**config.mk**
```make
export PLATFORM = sky130hd
export DESIGN_NAME = usr_ctrl_flat
export DESIGN_NICKNAME = d
export VERILOG_FILES = /design/src/rtl/usr_ctrl_if.sv /design/src/rtl/usr_ctrl.sv /design/src/flat_wrapper.sv
export SDC_FILE = /design/constraint.sdc
export NUM_CORES = 1
export LEC_CHECK = 0
export ABC_AREA = 1
export CORE_MARGIN = 2
export CORE_UTILIZATION = 51
export DETAILED_ROUTE_END_ITERATION = 8
export MAX_ROUTING_LAYER = met4
export PLACE_DENSITY = 0.83
export SYNTH_ARGS = -nofsm -noshare
export SYNTH_HDL_FRONTEND = slang
export SYNTH_SLANG_ARGS = --single-unit
```
**constraint.sdc**
```tcl
create_clock -name clock -period 1.8 [get_ports clock]
set_input_delay 0.18 -clock clock [delete_from_list [all_inputs] [get_ports clock]]
set_output_delay 0.18 -clock clock [all_outputs]
set_load 0.02 [all_outputs]
```
**src/rtl/usr_ctrl_if.sv**
```systemverilog
// Command handshake and USR drive bundle between a command source and usr_ctrl.
// master = command source, slave = usr_ctrl.
interface usr_ctrl_if #(
   parameter int unsigned CNT_W = 4
);
   logic             cmd_valid;
   logic             cmd_ready;
   logic [1:0]       cmd_op;
   logic [CNT_W-1:0] cmd_count;
   logic [7:0]       cmd_data;
   logic [1:0]       usr_select;
   logic [7:0]       usr_data_in;
   logic             usr_sl_ser;
   logic             usr_sr_ser;
   logic             busy;
   logic             done;

   modport master (
      output cmd_valid, cmd_op, cmd_count, cmd_data,
      input  cmd_ready, usr_select, usr_data_in, usr_sl_ser, usr_sr_ser, busy, done
   );

   modport slave (
      input  cmd_valid, cmd_op, cmd_count, cmd_data,
      output cmd_ready, usr_select, usr_data_in, usr_sl_ser, usr_sr_ser, busy, done
   );
endinterface

```
**src/rtl/usr_ctrl.sv**
```systemverilog
// Command sequencer driving the universal shift register pins cycle by cycle.
// Optional abort input enabled by defining USR_CTRL_ABORT_EN.
//
// state    | meaning
// ---------+-----------------------------------------------
// ST_IDLE  | waiting for a command, cmd_ready=1
// ST_LOAD  | one parallel-load cycle on the USR
// ST_SHIFT | issuing serial bits, one per cycle
// ST_HOLD  | USR held for the commanded number of cycles
// ST_DONE  | one-cycle completion pulse
module usr_ctrl #(
   parameter int unsigned CNT_W = 4
) (
   input  logic         clock,
   input  logic         reset,
`ifdef USR_CTRL_ABORT_EN
   input  logic         abort,
`endif
   usr_ctrl_if.slave    bus
);

   typedef enum logic [2:0] {
      ST_IDLE,
      ST_LOAD,
      ST_SHIFT,
      ST_HOLD,
      ST_DONE
   } state_t;

   localparam logic [1:0] OP_SL   = 2'b00;
   localparam logic [1:0] OP_SR   = 2'b01;
   localparam logic [1:0] OP_LOAD = 2'b10;
   localparam logic [1:0] OP_HOLD = 2'b11;

   state_t           state_q, state_d;
   logic [1:0]       op_q, op_d;
   logic [CNT_W-1:0] remain_q, remain_d;
   logic [7:0]       data_q, data_d;
   logic [2:0]       idx_q, idx_d;

   logic [1:0]       sel_q, sel_d;
   logic [7:0]       din_q, din_d;
   logic             sl_q, sl_d;
   logic             sr_q, sr_d;
   logic             busy_q, busy_d;
   logic             done_q, done_d;

   logic             accept;
   logic             abort_req;

`ifdef USR_CTRL_ABORT_EN
   assign abort_req = abort;
`else
   assign abort_req = 1'b0;
`endif

   assign accept = bus.cmd_valid && (state_q == ST_IDLE);

   // Next-state and command registers. remain counts down to the last issue cycle;
   // idx is 3 bits wide so it wraps around the byte on its own.
   always_comb begin
      state_d  = state_q;
      op_d     = op_q;
      remain_d = remain_q;
      data_d   = data_q;
      idx_d    = idx_q;
      unique case (state_q)
         ST_IDLE: begin
            if (accept) begin
               op_d     = bus.cmd_op;
               remain_d = bus.cmd_count;
               data_d   = bus.cmd_data;
               idx_d    = 3'd0;
               if (bus.cmd_op == OP_LOAD) begin
                  state_d = ST_LOAD;
               end else if (bus.cmd_count == '0) begin
                  state_d = ST_DONE;
               end else if (bus.cmd_op == OP_HOLD) begin
                  state_d = ST_HOLD;
               end else begin
                  state_d = ST_SHIFT;
               end
            end
         end
         ST_LOAD: begin
            state_d = ST_DONE;
         end
         ST_SHIFT: begin
            idx_d    = idx_q + 3'd1;
            remain_d = remain_q - CNT_W'(1);
            if (remain_q == CNT_W'(1)) begin
               state_d = ST_DONE;
            end
         end
         ST_HOLD: begin
            remain_d = remain_q - CNT_W'(1);
            if (remain_q == CNT_W'(1)) begin
               state_d = ST_DONE;
            end
         end
         ST_DONE: begin
            state_d = ST_IDLE;
         end
         default: begin
            state_d = ST_IDLE;
         end
      endcase

      if (abort_req && ((state_q == ST_LOAD) || (state_q == ST_SHIFT) || (state_q == ST_HOLD))) begin
         state_d = ST_DONE;
      end
   end

   // Outputs are decoded from the next state so they appear the cycle after the edge.
   always_comb begin
      sel_d  = OP_HOLD;
      din_d  = 8'h00;
      sl_d   = 1'b0;
      sr_d   = 1'b0;
      busy_d = (state_d != ST_IDLE);
      done_d = (state_d == ST_DONE);
      unique case (state_d)
         ST_LOAD: begin
            sel_d = OP_LOAD;
            din_d = data_d;
         end
         ST_SHIFT: begin
            sel_d = op_d;
            if (op_d == OP_SL) begin
               sl_d = data_d[idx_d];
            end else if (op_d == OP_SR) begin
               sr_d = data_d[idx_d];
            end
         end
         default: begin
            sel_d = OP_HOLD;
         end
      endcase
   end

   always_ff @(posedge clock) begin
      if (reset) begin
         state_q  <= ST_IDLE;
         op_q     <= OP_HOLD;
         remain_q <= '0;
         data_q   <= 8'h00;
         idx_q    <= 3'd0;
         sel_q    <= OP_HOLD;
         din_q    <= 8'h00;
         sl_q     <= 1'b0;
         sr_q     <= 1'b0;
         busy_q   <= 1'b0;
         done_q   <= 1'b0;
      end else begin
         state_q  <= state_d;
         op_q     <= op_d;
         remain_q <= remain_d;
         data_q   <= data_d;
         idx_q    <= idx_d;
         sel_q    <= sel_d;
         din_q    <= din_d;
         sl_q     <= sl_d;
         sr_q     <= sr_d;
         busy_q   <= busy_d;
         done_q   <= done_d;
      end
   end

   assign bus.cmd_ready   = (state_q == ST_IDLE);
   assign bus.usr_select  = sel_q;
   assign bus.usr_data_in = din_q;
   assign bus.usr_sl_ser  = sl_q;
   assign bus.usr_sr_ser  = sr_q;
   assign bus.busy        = busy_q;
   assign bus.done        = done_q;

endmodule

```
**src/flat_wrapper.sv**
```systemverilog
// flat-port wrapper written by rule: the top's interface ports become plain ports
module usr_ctrl_flat 
#(
   parameter int unsigned CNT_W = 4
)
  (clock, reset, bus_cmd_valid, bus_cmd_op, bus_cmd_count, bus_cmd_data, bus_cmd_ready, bus_usr_select, bus_usr_data_in, bus_usr_sl_ser, bus_usr_sr_ser, bus_busy, bus_done);
  usr_ctrl_if #(.CNT_W(CNT_W)) bus_i ();
  input  logic clock;
  input  logic reset;
  input wire logic [$bits(bus_i.cmd_valid)-1:0] bus_cmd_valid;
  input wire logic [$bits(bus_i.cmd_op)-1:0] bus_cmd_op;
  input wire logic [$bits(bus_i.cmd_count)-1:0] bus_cmd_count;
  input wire logic [$bits(bus_i.cmd_data)-1:0] bus_cmd_data;
  output wire logic [$bits(bus_i.cmd_ready)-1:0] bus_cmd_ready;
  output wire logic [$bits(bus_i.usr_select)-1:0] bus_usr_select;
  output wire logic [$bits(bus_i.usr_data_in)-1:0] bus_usr_data_in;
  output wire logic [$bits(bus_i.usr_sl_ser)-1:0] bus_usr_sl_ser;
  output wire logic [$bits(bus_i.usr_sr_ser)-1:0] bus_usr_sr_ser;
  output wire logic [$bits(bus_i.busy)-1:0] bus_busy;
  output wire logic [$bits(bus_i.done)-1:0] bus_done;
  assign bus_i.cmd_valid = bus_cmd_valid;
  assign bus_i.cmd_op = bus_cmd_op;
  assign bus_i.cmd_count = bus_cmd_count;
  assign bus_i.cmd_data = bus_cmd_data;
  assign bus_cmd_ready = bus_i.cmd_ready;
  assign bus_usr_select = bus_i.usr_select;
  assign bus_usr_data_in = bus_i.usr_data_in;
  assign bus_usr_sl_ser = bus_i.usr_sl_ser;
  assign bus_usr_sr_ser = bus_i.usr_sr_ser;
  assign bus_busy = bus_i.busy;
  assign bus_done = bus_i.done;
  usr_ctrl #(.CNT_W(CNT_W)) u_core (.clock(clock), .reset(reset), .bus(bus_i));
endmodule
```
==> tab_implementation.tex <==
\begin{tabular}{lr}
\hline
Metric & Value \\
\hline
\multicolumn{2}{l}{\textbf{Detailed routing}} \\
Final ANT Viol Nets & 0 \\
Iteration-0 DRC Markers & a little over 70 \\
Remaining DRCs & 0 \\
Vias per cell & between 4 and 5 \\
Routed wire length per instance & around 11 um \\
Sum of routed wire length over all layers & 3368 um \\
Pre-Repair DR Iteration Count & 4 \\
Routed via count & roughly 1,500 \\
\multicolumn{2}{l}{\textbf{Timing}} \\
Final hold violations & 0 \\
Actual slew at the worst max-slew pin & approximately 450 ps \\
Max-slew violation count & 0 \\
Highest achievable clock rate & 633.1 MHz \\
Unrepaired setup endpoints after global routing & no \\
Final worst path period need & $\sim$1600 ps \\
Period utilisation layout & just under 90\% \\
Hold slack & roughly 540 ps \\
Worst-case headroom to the max-slew limit & between 60\% and 70\% \\
Final setup TNS & 0 ps \\
Clock skew & 6.647 ps \\
Number of endpoints failing setup at the final stage & 0 \\
\multicolumn{2}{l}{\textbf{Power}} \\
Worst-case vdd ir drop & about 770 uV \\
Pwr Density & around 1000 nW/um\^{}2 \\
Static leakage & a little over 1 nW \\
\multicolumn{2}{l}{\textbf{Yosys}} \\
Number of enable-type register cells in the synthesized netlist & 0 \\
Portion of synthesized cell area occupied by the leading cell type & between 40\% and 50\% \\
Number of synthesis warnings & 0 \\
Synthesized Nets & about 240 \\
Flip-flop and latch count after synthesis & 34 \\
Post-synth top flop & sky130\_fd\_sc\_hd\_\_dfxtp\_1 \\
Area share of and/or/nand/nor cells after synthesis & 35.19\% \\
Share of synthesized area occupied by flip-flops and latches & around two fifths \\
Combinational family with the most area after synthesis & simple AND/OR/NAND/NOR gates \\
Synth area leaders & sky130\_fd\_sc\_hd\_\_dfxtp\_1, sky130\_fd\_sc\_hd\_\_nand2\_1, sky130\_fd\_sc\_hd\_\_inv\_1 \\
Proportion of synthesized area in mux cells & 0\% \\
Synth async-reset ratio & 0\% \\
Cell type contributing the most total cell area after synthesis & sky130\_fd\_sc\_hd\_\_dfxtp\_1 \\
Synth Instances & 221 \\
Ranking of synthesized cells by instance count & sky130\_fd\_sc\_hd\_\_nand2\_1, sky130\_fd\_sc\_hd\_\_inv\_1, sky130\_fd\_sc\_hd\_\_dfxtp\_1 \\
Most repeated cell in the gate-level netlist after synthesis & sky130\_fd\_sc\_hd\_\_nand2\_1 \\
Complex-gate fraction of the synthesized area & 6.944\% \\
Post-synthesis instance area & between 1500 and 2000 um\^{}2 \\
Synthesized area per cell & between 7 and 8 um\^{}2 \\
Number of distinct standard cells referenced by the synthesized netlist & 28 \\
Synthesized-area fraction occupied by adder cells & roughly 2.3\% \\
Parity-gate share of the synthesized area counting xor and xnor cells & 0\% \\
\multicolumn{2}{l}{\textbf{Worst setup path}} \\
CP cell instances & nand2\_1 -> inv\_2 -> nand2\_1 -> inv\_1 -> nand2\_1 -> o21ai\_4 -> nand2\_4 -> nand2\_1 -> nand3\_1 \\
Data arrival, critical path & between 1500 and 2000 ps \\
Worst Setup Path Type & reg -> reg \\
Nature of the critical path endpoint & flip-flop \\
Crit Path Max Fanout & 9 \\
Cell repeated most along the worst path & sky130\_fd\_sc\_hd\_\_nand2\_1 \\
Crit path buf inv count & 2 \\
Kind of cell adding the most delay to the critical path & simple AND/OR/NAND/NOR gates \\
Worst setup SP type & flip-flop \\
Required arrival time at the worst endpoint & 2030 ps \\
Crit path max-delay cell type & sky130\_fd\_sc\_hd\_\_dfxtp\_1 \\
Beginning of the worst register-to-register path & u\_core.state\_q[1] \\
Startpoint of the most critical setup path & u\_core.state\_q[1] \\
Worst stage delay on the critical path & 480 ps \\
\multicolumn{2}{l}{\textbf{Floorplanning}} \\
Ports & 32 \\
Core region area & roughly 3000 um\^{}2 \\
Effective utilization at floorplan & 53.55\% \\
Floorplan die width & 60.39 um \\
Total number of placement rows & 20 \\
Die Area & between 3000 and 4000 um\^{}2 \\
Die extent in y & just over 60 um \\
\multicolumn{2}{l}{\textbf{Clocking}} \\
TritonCTS buffer count & 5 \\
TritonCTS clock tree & built \\
H-tree depth reported by CTS & 2 \\
Root buffer cell & sky130\_fd\_sc\_hd\_\_clkbuf\_4 \\
Clk slew on worst S/H paths & between 100 and 150 ps \\
TritonCTS Sinks & 34 \\
Longest Clk Path Bufs & 2 \\
Number of setup buffers added after CTS & 0 \\
Clock insertion delay at the later pin of the skew report & about 340 ps \\
\multicolumn{2}{l}{\textbf{GRT}} \\
GRT Overall Usage & approximately 22\% \\
Via count of the first global-routing pass & around 1,300 \\
Total congestion overflow & 0 \\
Global-route wire length before repair & 5609 um \\
Largest net degree at the start of global routing & 13 \\
Antenna violations before repair & 0 \\
\multicolumn{2}{l}{\textbf{Finish}} \\
Fraction of final layout cells sized beyond drive strength 1 & approximately an eighth \\
Layout Nets & $\sim$280 \\
Final antenna diode count & 0 \\
Growth of design area from synthesis to finish & 29.63\% \\
\multicolumn{2}{l}{\textbf{Worst hold path}} \\
Origin of the worst min-delay path & bus\_cmd\_count[0] \\
Worst hold path type & in -> reg \\
\multicolumn{2}{l}{\textbf{Run}} \\
Number of maximum-capacitance violations & 0 \\
\multicolumn{2}{l}{\textbf{Status}} \\
Run status & complete, no violations \\
\multicolumn{2}{l}{\textbf{Placement}} \\
Count of port buffers added during placement & 31 \\
Post-detail-place hpwl & 2476 um \\
Global placement routability congestion & about 0.9 \\
\hline
\end{tabular}
-- layout make-up --
class	instances	area (um^2)
fillers	238	925.9
multi-input cells	133	720.7
flip-flops and latches	34	680.7
repair buffers	37	354.1
inverters	48	185.2
clock inverters	3	68.82
well taps	44	55.05
clock buffers	5	37.54
-- cells in the final DEF (no fill, tap or decap), types with 3 or more instances in the layout --
cell	instances
sky130_fd_sc_hd__nand2_2	3
sky130_fd_sc_hd__nor3_2	8
sky130_fd_sc_hd__nand2_1	51
sky130_fd_sc_hd__nor2_1	22
sky130_fd_sc_hd__a21oi_1	3
sky130_fd_sc_hd__nand4_1	8
sky130_fd_sc_hd__buf_4	6
sky130_fd_sc_hd__dfxtp_1	34
sky130_fd_sc_hd__o21ai_0	6
sky130_fd_sc_hd__ha_1	3
sky130_fd_sc_hd__clkdlybuf4s50_1	30
sky130_fd_sc_hd__nand3_1	16
sky130_fd_sc_hd__inv_1	46
sky130_fd_sc_hd__clkbuf_4	5
-- where the power goes --
group	total, mW	switching [mW]	internal [mW]	leakage [nW]
clock	0.707	0.273	0.434	0.0554
combinational	0.594	0.369	0.225	0.673
sequential	0.861	0.0338	0.827	0.279
-- flip-flops by register name, summed over array words and instances (netlist names), 2 cells and up --
signal	cells
u_core.idx_q	3
u_core.bus.usr_select	2
u_core.op_q	2
u_core.state_q	3
u_core.remain_q	4
u_core.data_q	8
u_core.bus.usr_data_in	8
-- stage by stage --
| stage | power, mW | worst slack, ps | std cells | utilization [%] | instance area (um^2) |
|---|---|---|---|---|---|
| finish | 2.163 | 220.6 | 304 | 69.42 | 2102 |
| global route | 2.274 | 82.56 | 304 | 69.42 | 2102 |
| CTS | 2.172 | 242.6 | 304 | 69.42 | 2102 |
| detailed placement | 1.464 | 98.67 | 296 | 65.95 | 1997 |
| global placement | 1.451 | 126.8 | 296 | 65.95 | 1997 |
| floorplan | 1.284 | 393.0 | 221 | - | 1622 |
-- what timing repair did --
action | CTS | global route
endpoints found under the hold margin | 0 | 0
gates resized for setup | 1 | 0
hold buffers | 0 | 0
endpoints found under the setup margin | 1 | 0
-- per-layer routing --
| layer | track usage, % | up-vias | wire [um] | part of all wire (%) |
|---|---|---|---|---|
| li1 | - | 757 | - | - |
| met1 | 26.98 | 658 | 1552 | 46 |
| met2 | 33.54 | 49 | 1513 | 45 |
| met3 | 5.330 | 7 | 239 | 7.1 |
| met4 | 9.206 | 0 | 63 | 1.9 |
| met5 | - | - | 0 | 0 |
-- worst paths after layout --
check | end | slack [ps] | cells after the start
hold reg to reg | u_core.op_q[1] | 560 | 4
hold / removal | u_core.remain_q[0] | 540 | 3
setup / recovery | u_core.bus.usr_select[0] | 220 | 9
setup reg to reg | u_core.bus.usr_select[0] | 220 | 9
-- worst register-to-register path, cell delays in order (launching register included) --
cell                      delay, ps
sky130_fd_sc_hd__dfxtp_1        480
sky130_fd_sc_hd__nand2_1        160
sky130_fd_sc_hd__inv_2          110
sky130_fd_sc_hd__nand2_1         90
sky130_fd_sc_hd__inv_1          140
sky130_fd_sc_hd__nand2_1        110
sky130_fd_sc_hd__o21ai_4        100
sky130_fd_sc_hd__nand2_4        130
sky130_fd_sc_hd__nand2_1         90
sky130_fd_sc_hd__nand3_1         60
-- cell families (layout without fill, tap and decap cells) --
family	after synthesis	in the layout
buffers and inverters	54	93
AND/OR/NAND/NOR	115	115
flip-flops	34	34
AO/OA/AOI/OAI	15	15
adder cells (fa/ha/maj)	3	3
(Power assumes the default switching activity.)
